File: config.mk
export PLATFORM = sky130hd
export DESIGN_NAME = hc_sr_trig
export DESIGN_NICKNAME = d
export VERILOG_FILES = /design/src/rtl/hc_sr_trig_pkg.sv /design/src/rtl/us_tick_gen.sv /design/src/rtl/hc_sr_trig.sv
export SDC_FILE = /design/constraint.sdc
export NUM_CORES = 1
export LEC_CHECK = 0
export CORE_AREA = 2 2 83 85
export DETAILED_ROUTE_END_ITERATION = 8
export DIE_AREA = 0 0 85 87
export PLACE_DENSITY = 0.79
export SKIP_CTS_REPAIR_TIMING = 1
export SLEW_MARGIN = 20
export SYNTH_ARGS = -nofsm -noshare
export SYNTH_HDL_FRONTEND = slang
export SYNTH_SLANG_ARGS = --single-unit
File: constraint.sdc
create_clock -name Clk -period 3 [get_ports Clk]
set_clock_uncertainty 0.2 [all_clocks]
set_input_delay 0.6 -clock Clk [delete_from_list [all_inputs] [get_ports Clk]]
set_output_delay 0.6 -clock Clk [all_outputs]
set_load 0.01 [all_outputs]
File: src/rtl/hc_sr_trig_pkg.sv
// Shared definitions for the HC-SR04 measurement controller and the
// echo-distance converter that consumes its results.
package hc_sr_trig_pkg;

    typedef enum logic [2:0] {
        ST_IDLE      = 3'd0,
        ST_TRIG      = 3'd1,
        ST_WAIT_RISE = 3'd2,
        ST_MEASURE   = 3'd3,
        ST_HOLDOFF   = 3'd4
    } hc_state_e;

    // echo_us value reported when the echo never rose.
    localparam logic [15:0] ECHO_RISE_TIMEOUT = 16'hFFFF;

endpackage

File: src/rtl/us_tick_gen.sv
// Free-running 1 us tick divider with a synchronous clear, so that a timed
// interval started with clear_i lasts an exact multiple of CLK_FREQ_MHZ clocks.
module us_tick_gen #(
    parameter int CLK_FREQ_MHZ = 50
) (
    input  logic Clk,
    input  logic Rst,
    input  logic clear_i,
    output logic tick_o
);

    localparam int               DIV_W    = (CLK_FREQ_MHZ > 1) ? $clog2(CLK_FREQ_MHZ) : 1;
    localparam logic [DIV_W-1:0] DIV_LAST = DIV_W'(CLK_FREQ_MHZ - 1);
    localparam logic [DIV_W-1:0] DIV_ONE  = DIV_W'(1);

    logic [DIV_W-1:0] div_q;
    logic [DIV_W-1:0] div_d;

    assign tick_o = (div_q == DIV_LAST);

    always_comb begin
        div_d = div_q + DIV_ONE;
        if (clear_i || tick_o) begin
            div_d = '0;
        end
    end

    always_ff @(posedge Clk) begin
        if (Rst) begin
            div_q <= '0;
        end else begin
            div_q <= div_d;
        end
    end

endmodule

File: src/rtl/hc_sr_trig.sv
// HC-SR04 measurement controller: issues the trigger pulse, times the echo in
// microseconds and enforces the minimum trigger-to-trigger period.
module hc_sr_trig
    import hc_sr_trig_pkg::*;
#(
    parameter int CLK_FREQ_MHZ = 50,
    parameter int TRIG_US      = 10,
    parameter int WAIT_US      = 5000,
    parameter int ECHO_MAX_US  = 38000,
    parameter int PERIOD_US    = 60000
) (
    input  logic        Clk,
    input  logic        Rst,
    input  logic        en,
    input  logic        start,
    input  logic        echo,
    output logic        trig,
    output logic        busy,
    output logic        done,
    output logic        timeout,
    output logic [15:0] echo_us
);

    localparam logic [15:0] TRIG_LAST = 16'(TRIG_US - 1);
    localparam logic [15:0] WAIT_LAST = 16'(WAIT_US - 1);
    localparam logic [15:0] ECHO_LAST = 16'(ECHO_MAX_US - 1);
    localparam logic [15:0] ECHO_MAX  = 16'(ECHO_MAX_US);
    localparam logic [15:0] PER_LAST  = 16'(PERIOD_US - 1);
    localparam logic [15:0] CNT_MAX   = 16'hFFFF;
    localparam logic [15:0] ONE_US    = 16'd1;

    hc_state_e   state_q, state_d;
    logic        echo_meta_q, echo_s_q, echo_prev_q;
    logic        echo_rise, echo_fall;
    logic        us_tick, state_entry;
    logic [15:0] us_cnt_q, us_cnt_d, us_inc;
    logic [15:0] per_cnt_q, per_cnt_d;
    logic [15:0] echo_us_q, echo_us_d;
    logic        trig_q, trig_d;
    logic        done_q, done_d;
    logic        timeout_q, timeout_d;

    assign echo_rise   = echo_s_q & ~echo_prev_q;
    assign echo_fall   = ~echo_s_q & echo_prev_q;
    assign state_entry = (state_d != state_q);
    assign us_inc      = us_tick ? us_cnt_q + ONE_US : us_cnt_q;

    us_tick_gen #(
        .CLK_FREQ_MHZ(CLK_FREQ_MHZ)
    ) u_us_tick (
        .Clk    (Clk),
        .Rst    (Rst),
        .clear_i(state_entry),
        .tick_o (us_tick)
    );

    // NOTE: every state-holding register is written with <= in one always_ff,
    // so all of them see the same pre-edge values regardless of statement order.
    always_ff @(posedge Clk) begin
        if (Rst) begin
            state_q     <= ST_IDLE;
            echo_meta_q <= 1'b0;
            echo_s_q    <= 1'b0;
            echo_prev_q <= 1'b0;
            us_cnt_q    <= '0;
            per_cnt_q   <= '0;
            echo_us_q   <= '0;
            trig_q      <= 1'b0;
            done_q      <= 1'b0;
            timeout_q   <= 1'b0;
        end else begin
            state_q     <= state_d;
            echo_meta_q <= echo;
            echo_s_q    <= echo_meta_q;
            echo_prev_q <= echo_s_q;
            us_cnt_q    <= us_cnt_d;
            per_cnt_q   <= per_cnt_d;
            echo_us_q   <= echo_us_d;
            trig_q      <= trig_d;
            done_q      <= done_d;
            timeout_q   <= timeout_d;
        end
    end

    // Limits are tested on the tick that would make us_cnt reach them, so
    // timed exits land on a tick boundary and no partial microsecond is lost.
    always_comb begin
        state_d   = state_q;
        done_d    = 1'b0;
        timeout_d = 1'b0;
        echo_us_d = echo_us_q;
        case (state_q)
            ST_IDLE: begin
                if (en || start) state_d = ST_TRIG;
            end
            ST_TRIG: begin
                if (us_tick && us_cnt_q == TRIG_LAST) state_d = ST_WAIT_RISE;
            end
            ST_WAIT_RISE: begin
                if (echo_rise) begin
                    state_d = ST_MEASURE;
                end else if (us_tick && us_cnt_q == WAIT_LAST) begin
                    state_d   = ST_HOLDOFF;
                    timeout_d = 1'b1;
                    echo_us_d = ECHO_RISE_TIMEOUT;
                end
            end
            ST_MEASURE: begin
                if (echo_fall) begin
                    state_d   = ST_HOLDOFF;
                    done_d    = 1'b1;
                    echo_us_d = us_inc;
                end else if (us_tick && us_cnt_q == ECHO_LAST) begin
                    state_d   = ST_HOLDOFF;
                    timeout_d = 1'b1;
                    echo_us_d = ECHO_MAX;
                end
            end
            ST_HOLDOFF: begin
                if (us_tick && per_cnt_q >= PER_LAST) state_d = ST_IDLE;
            end
            default: state_d = ST_IDLE;
        endcase
    end

    always_comb begin
        us_cnt_d = us_inc;
        if (state_entry || state_q == ST_IDLE) begin
            us_cnt_d = '0;
        end
        per_cnt_d = per_cnt_q;
        if (state_d == ST_TRIG && state_q != ST_TRIG) begin
            per_cnt_d = '0;
        end else if (us_tick && per_cnt_q != CNT_MAX) begin
            per_cnt_d = per_cnt_q + ONE_US;
        end
    end

    always_comb begin
        trig_d = (state_d == ST_TRIG);
        busy   = (state_q != ST_IDLE);
    end

    assign trig    = trig_q;
    assign done    = done_q;
    assign timeout = timeout_q;
    assign echo_us = echo_us_q;

endmodule
==> impl_metrics.py, run 1 <==
metrics = {
    "timing": {
        "fmax_mhz": 374,
        "rsz0062_at_grt": "false",
        "hold_viol": 0,
        "maxSlewViolCount": 0,
        "fin_tns_setup_ps": 0,
        "worstMarginPinSlew_ps": 758,
        "relSlewSlack_pct": 49.0,
        "layout_min_cycle_time_ps": 2680,
        "holdWs_ps": 247,
        "final-setup-viol-count": 0,
        "min_period_over_period_pct": 89.2,
    },
    "finish": {
        "antennaDiodeCount": 0,
        "layout-drive-gt1-share_pct": 14.3,
        "area_growth_pct": 16.3,
        "nets": 390,
        "final_common_cell": "dfxtp_1",
        "mostFrequentLayoutCells": "dfxtp_1 (63), nor2_1 (38), nand2_1 (26), clkdlybuf4s50_1 (24), a21oi_1 (22)",
        "n_fill_cell": 573,
    },
    "global_routing": {
        "grt_pass1_wl_um": 11700,
        "grt_util_all_layers_pct": 20.0,
        "grt_pass1_vias": 2521,
        "antenna_found_initial": 0,
        "grt_max_degree": 24,
        "gr-total-overflow": 0,
    },
    "setup_path": {
        "slowest_delay_ps": 570,
        "worstPathCellList": "or4_4, or3_4, o31ai_4, and4_1, o22ai_2, buf_12, nor4b_1",
        "crit_arrival_ps": 2730,
        "crit_type": "reg2reg",
        "required_ps": 3050,
        "critPathMaxFanout": 22,
        "cp_slowest_cell": "or4_4",
        "endpoint_kind": "register",
        "start_kind": "register",
    },
    "power_and_ir_drop": {
        "power_w": 0.00156,
        "p_per_area_nw_per_um2": 424,
        "max-vdd-ir-drop_mv": 0.398,
        "p_leak_nw": 1.13,
    },
    "placed_design": {
        "dp_hpwl_um": 5020,
        "placement.io_buffers": 24,
        "gp_congestion": 0.887,
    },
    "logic_synthesis": {
        "netlist_instances": 350,
        "synth_edf_count": 0,
        "synth_seq_area_share_pct": 40.0,
        "synth.largest_area_cell": "dfxtp_1",
        "synth_top_cell_area_share_pct": 40.0,
        "yosys-top-cells-area": "dfxtp_1 (40%), nor4_2 (4.8%), nor2_1 (4.5%), xnor2_1 (4.4%), xor2_1 (4.2%)",
        "ys.flop_type": "dfxtp_1",
        "async_flop_share_pct": 0,
        "synth_seq_cells": 63,
        "syn_area_um2": 3160,
        "yosys.cell_types.count": 60,
        "syn-num-nets": 360,
        "yosys_warnings": 0,
        "syn_area_per_cell_um2": 9.02,
    },
    "routing": {
        "drc": 0,
        "routed_wirelength_um": 6960,
        "dr.pass1.iters": 4,
        "vias_per_cell": 5.79,
        "drtAntennaViolNets": 0,
        "routedWlPerCell_um": 15.0,
        "drtIter0Drc": 171,
        "vias": 2693,
    },
    "clock_tree": {
        "clkSlewWorstSetupHoldPaths_ps": 70,
        "cts.sinks": 63,
        "clockBufferDepth": 2,
        "cts_buffers": 9,
        "insertion_delay_ps": 360,
        "root_buffer": "clkbuf_8",
        "htree_levels": 3,
        "tritoncts": "built",
    },
    "run": {
        "drv_cap": 0,
    },
    "floorplanning": {
        "io_pins": 25,
        "core_area_um2": 6570,
        "die_y_um": 87,
        "die_area_um2": 7400,
        "start_util_pct": 48.1,
        "rows": 30,
        "die_w_um": 85,
    },
    "min_path": {
        "hp-class": "reg2reg",
    },
    "run_status": {
        "status": "completed",
    },
}
-- state kept, by name, summed over array words and instances, names as in the netlist --
name,cells
echo_us,16
per_cnt_q,16
state_q,3
timeout,1
echo_s_q,1
echo_meta_q,1
trig,1
u_us_tick.div_q,6
us_cnt_q,16
done,1
echo_prev_q,1
-- layout make-up --
type | count | area [um^2] | share of cell area, %
multi-input cells | 261 | 1760 | 47.8
flip-flops and latches | 63 | 1260 | 34.3
repair buffers | 36 | 355 | 9.68
clock buffers | 10 | 128 | 3.48
well taps | 80 | 100 | 2.73
clock inverters | 6 | 37.5 | 1.02
inverters | 9 | 33.8 | 0.920
-- power breakdown --
group	leakage, nW	total, W	switching, W	internal [W]
clock	0.0781	0.000637	0.000342	0.000294
combinational	0.539	0.0000736	0.0000453	0.0000283
sequential	0.509	0.000845	0.00000400	0.000841
total	1.13	0.00156	0.000392	0.00116
-- cell usage after synthesis, drive strengths merged, types with 2 or more instances --
library cell and count:
dfxtp 63, nor2 38, nand2 26, a21oi 22, nand3 18, nor4 18
xnor2 16, nor3 15, xor2 15, nand4 13, buf 9, inv 9
clkbuf 8, a211oi 7, or3 7, a31oi 6, o21ai 6, ha 5
nor4b 4, a31o 3, and2 3, and3 3, nand4b 3, nor2b 3
nor3b 3, a2111oi 2, and4 2, nand2b 2, o211ai 2, o31ai 2
or2b 2, or4 2
-- stage by stage --
| step | std cells | setup WS (ps) | cell area (um^2) | util, % |
|---|---|---|---|---|
| 4_1_cts | 465 | 320 | 3670 | 55.9 |
| 6_report | 465 | 325 | 3670 | 55.9 |
| 2_1_floorplan | 350 | 424 | 3160 | - |
| 3_5_place_dp | 449 | 59.2 | 3510 | 53.4 |
| 3_3_place_gp | 449 | 156 | 3510 | 53.4 |
| 5_1_grt | 465 | 170 | 3670 | 55.9 |
-- cells by family (layout without fill, tap and decap cells) --
| kind of cell | count (synthesis) | in the layout | synth area share, % |
|---|---|---|---|
| AOI/OAI and AO/OA | 57 | 57 | 12.9 |
| buffers and inverters | 26 | 61 | 4.40 |
| DFF | 63 | 63 | 40.0 |
| muxes | 1 | 1 | 0.317 |
| adders and majority gates | 5 | 5 | 1.98 |
| xor gates and xnor gates | 31 | 31 | 8.60 |
| and+or+nand+nor | 167 | 167 | 31.9 |
-- metal layers --
layer  routed length, um  global-route usage [%]
met1                2930                    23.4
met2                3460                    34.0
met3                 423                    5.69
met4                 144                    9.38
met5                   0                       0
-- critical path: cells and delay by family (launching register included) --
kind                   cells  cell delay (ps)
flip-flops                 1              350
buffers and inverters      1              180
AND/OR/NAND/NOR            4             1500
AO/OA/AOI/OAI              2              320
-- worst paths after layout --
path                start      endpoint  slack (ps)  depth (start not counted)
max          us_cnt_q[13]  us_cnt_q[13]         320                          7
min           echo_meta_q      echo_s_q         250                          1
max reg2reg  us_cnt_q[13]  us_cnt_q[13]         320                          7
min reg2reg   echo_meta_q      echo_s_q         250                          1
Power figures use the tool's default switching activity.
==> inputs of run 2 (changes only) <==
==> constraint.sdc (replaced) <==
create_clock -name Clk -period 3 [get_ports Clk]
set_clock_uncertainty 0.2 [all_clocks]
set_input_delay 0.9 -clock Clk [delete_from_list [all_inputs] [get_ports Clk]]
set_output_delay 0.9 -clock Clk [all_outputs]
set_load 0.01 [all_outputs]
==> run 2 against run 1 <==
Against the previous run: hold slack lost 9.7 ps; critical path depth grew 2; largest cell class unchanged; global-route usage grew 0.12 points; core utilization grew 0.17 points; critical path type is now in2reg; sequential share of layout area shrank 0.10 points; die area is the same; maximum frequency shrank 5.5%.
==> impl_metrics.py, run 2 (synthesis gave the netlist of run 1 again) <==
metrics = {
    "run_status": {
        "status": "completed",
    },
    "setup_path": {
        "endpoint_kind": "register",
        "worstPathCellList": "clkdlybuf4s50_1, nor2_1, a211oi_1, buf_4, o31ai_4, a311oi_1, o22ai_2, buf_4, nor4b_1",
        "critical_path_buf_inv_count": 3,
        "required_ps": 3040,
        "crit_path_frequent_cell": "buf_4",
        "cp_slowest_cell": "clkdlybuf4s50_1",
        "crit_arrival_ps": 2870,
        "start_kind": "input pin",
        "crit_family": "buffers and inverters",
        "crit_type": "in2reg",
        "slowest_delay_ps": 450,
        "critPathMaxFanout": 10,
    },
    "timing": {
        "maxSlewViolCount": 0,
        "fin_tns_setup_ps": 0,
        "layout_min_cycle_time_ps": 2830,
        "relSlewSlack_pct": 46.3,
        "min_period_over_period_pct": 94.3,
        "holdWs_ps": 238,
        "fmax_mhz": 353,
        "final-setup-viol-count": 0,
        "worstMarginPinSlew_ps": 799,
        "hold_viol": 0,
        "rsz0062_at_grt": "false",
    },
    "routing": {
        "drtIter0Drc": 230,
        "vias_per_cell": 5.91,
        "routedWlPerCell_um": 15.3,
        "dr.pass1.iters": 5,
        "drc": 0,
        "routed_wirelength_um": 7130,
        "vias": 2762,
        "drtAntennaViolNets": 0,
    },
    "clock_tree": {
        "cts.sinks": 63,
        "htree_levels": 3,
        "clkSlewWorstSetupHoldPaths_ps": 70,
        "root_buffer": "clkbuf_8",
        "insertion_delay_ps": 350,
        "clockBufferDepth": 2,
        "cts_buffers": 9,
        "tritoncts": "built",
    },
    "floorplanning": {
        "start_util_pct": 48.1,
        "io_pins": 25,
        "die_area_um2": 7400,
        "core_area_um2": 6570,
        "die_y_um": 87,
        "rows": 30,
        "die_w_um": 85,
    },
    "finish": {
        "mostFrequentLayoutCells": "dfxtp_1 (63), nor2_1 (38), nand2_1 (26), clkdlybuf4s50_1 (24), a21oi_1 (22)",
        "area_growth_pct": 16.7,
        "final_core_util_pct": 56.1,
        "final_common_cell": "dfxtp_1",
        "layout-drive-gt1-share_pct": 14.5,
        "antennaDiodeCount": 0,
        "nets": 392,
    },
    "global_routing": {
        "grt_util_all_layers_pct": 20.2,
        "gr-total-overflow": 0,
        "antenna_found_initial": 0,
        "grt_pass1_wl_um": 11800,
        "grt_max_degree": 33,
        "grt_pass1_vias": 2438,
    },
    "placed_design": {
        "placement.io_buffers": 24,
        "dp_hpwl_um": 4990,
        "gp_congestion": 0.910,
    },
    "min_path": {
        "hp-class": "reg2reg",
    },
    "power_and_ir_drop": {
        "p_per_area_nw_per_um2": 420,
        "p_leak_nw": 1.14,
        "max-vdd-ir-drop_mv": 0.285,
    },
    "run": {
        "drv_cap": 0,
    },
}
run 2: per-stage QoR:
step	instances	cell area, um^2	worst slack, ps	power (W)
3_3_place_gp	451	3520	-68.5	0.000937
4_1_cts	467	3680	147	0.00155
2_1_floorplan	350	3160	418	0.000915
3_5_place_dp	451	3520	-199	0.000939
6_report	467	3680	170	0.00155
5_1_grt	467	3680	40.0	0.00160
run 2: where the power goes:
part / internal, W / switching, W / total (W)
Sequential: 0.000841 / 0.00000392 / 0.000845
Clock: 0.000296 / 0.000330 / 0.000626
Combinational: 0.0000292 / 0.0000462 / 0.0000754
run 2: final timing paths:
path,from,endpoint,slack (ps),cells past startpoint
hold reg to reg,echo_meta_q,echo_s_q,240,1
hold / removal,echo_meta_q,echo_s_q,240,1
setup reg to reg,us_cnt_q[13],us_cnt_q[11],200,8
setup / recovery,start,us_cnt_q[11],170,9
run 2: cell type report:
cell class                      instances  area (um^2)
Fill cell                             576         2890
Multi-Input combinational cell        261         1760
Sequential cell                        63         1260
Timing Repair Buffer                   38          370
Clock buffer                           12          135
Tap cell                               80          100
Inverter                                9         33.8
Clock inverter                          4         22.5
run 2: per-layer routing:
| metal | up-vias | part of all wire (%) | wire [um] | global-route usage [%] |
|---|---|---|---|---|
| li1 | 1331 | - | - | - |
| met2 | 106 | 49 | 3480 | 33.8 |
| met1 | 1309 | 44 | 3110 | 24.6 |
| met3 | 16 | 5.5 | 389 | 5.12 |
| met5 | - | 0 | 0 | 0 |
| met4 | 0 | 2.2 | 157 | 8.66 |
==> inputs of run 3 (changes only) <==
--- a/config.mk
+++ b/config.mk
@@ -5,6 +5,7 @@
 export SDC_FILE = /design/constraint.sdc
 export NUM_CORES = 1
 export LEC_CHECK = 0
+export CAP_MARGIN = 20
 export CORE_AREA = 2 2 83 85
 export DETAILED_ROUTE_END_ITERATION = 8
 export DIE_AREA = 0 0 85 87
==> results of run 3 <==
Same layout as run 2: the final DEF is identical, and so are final timing and power.
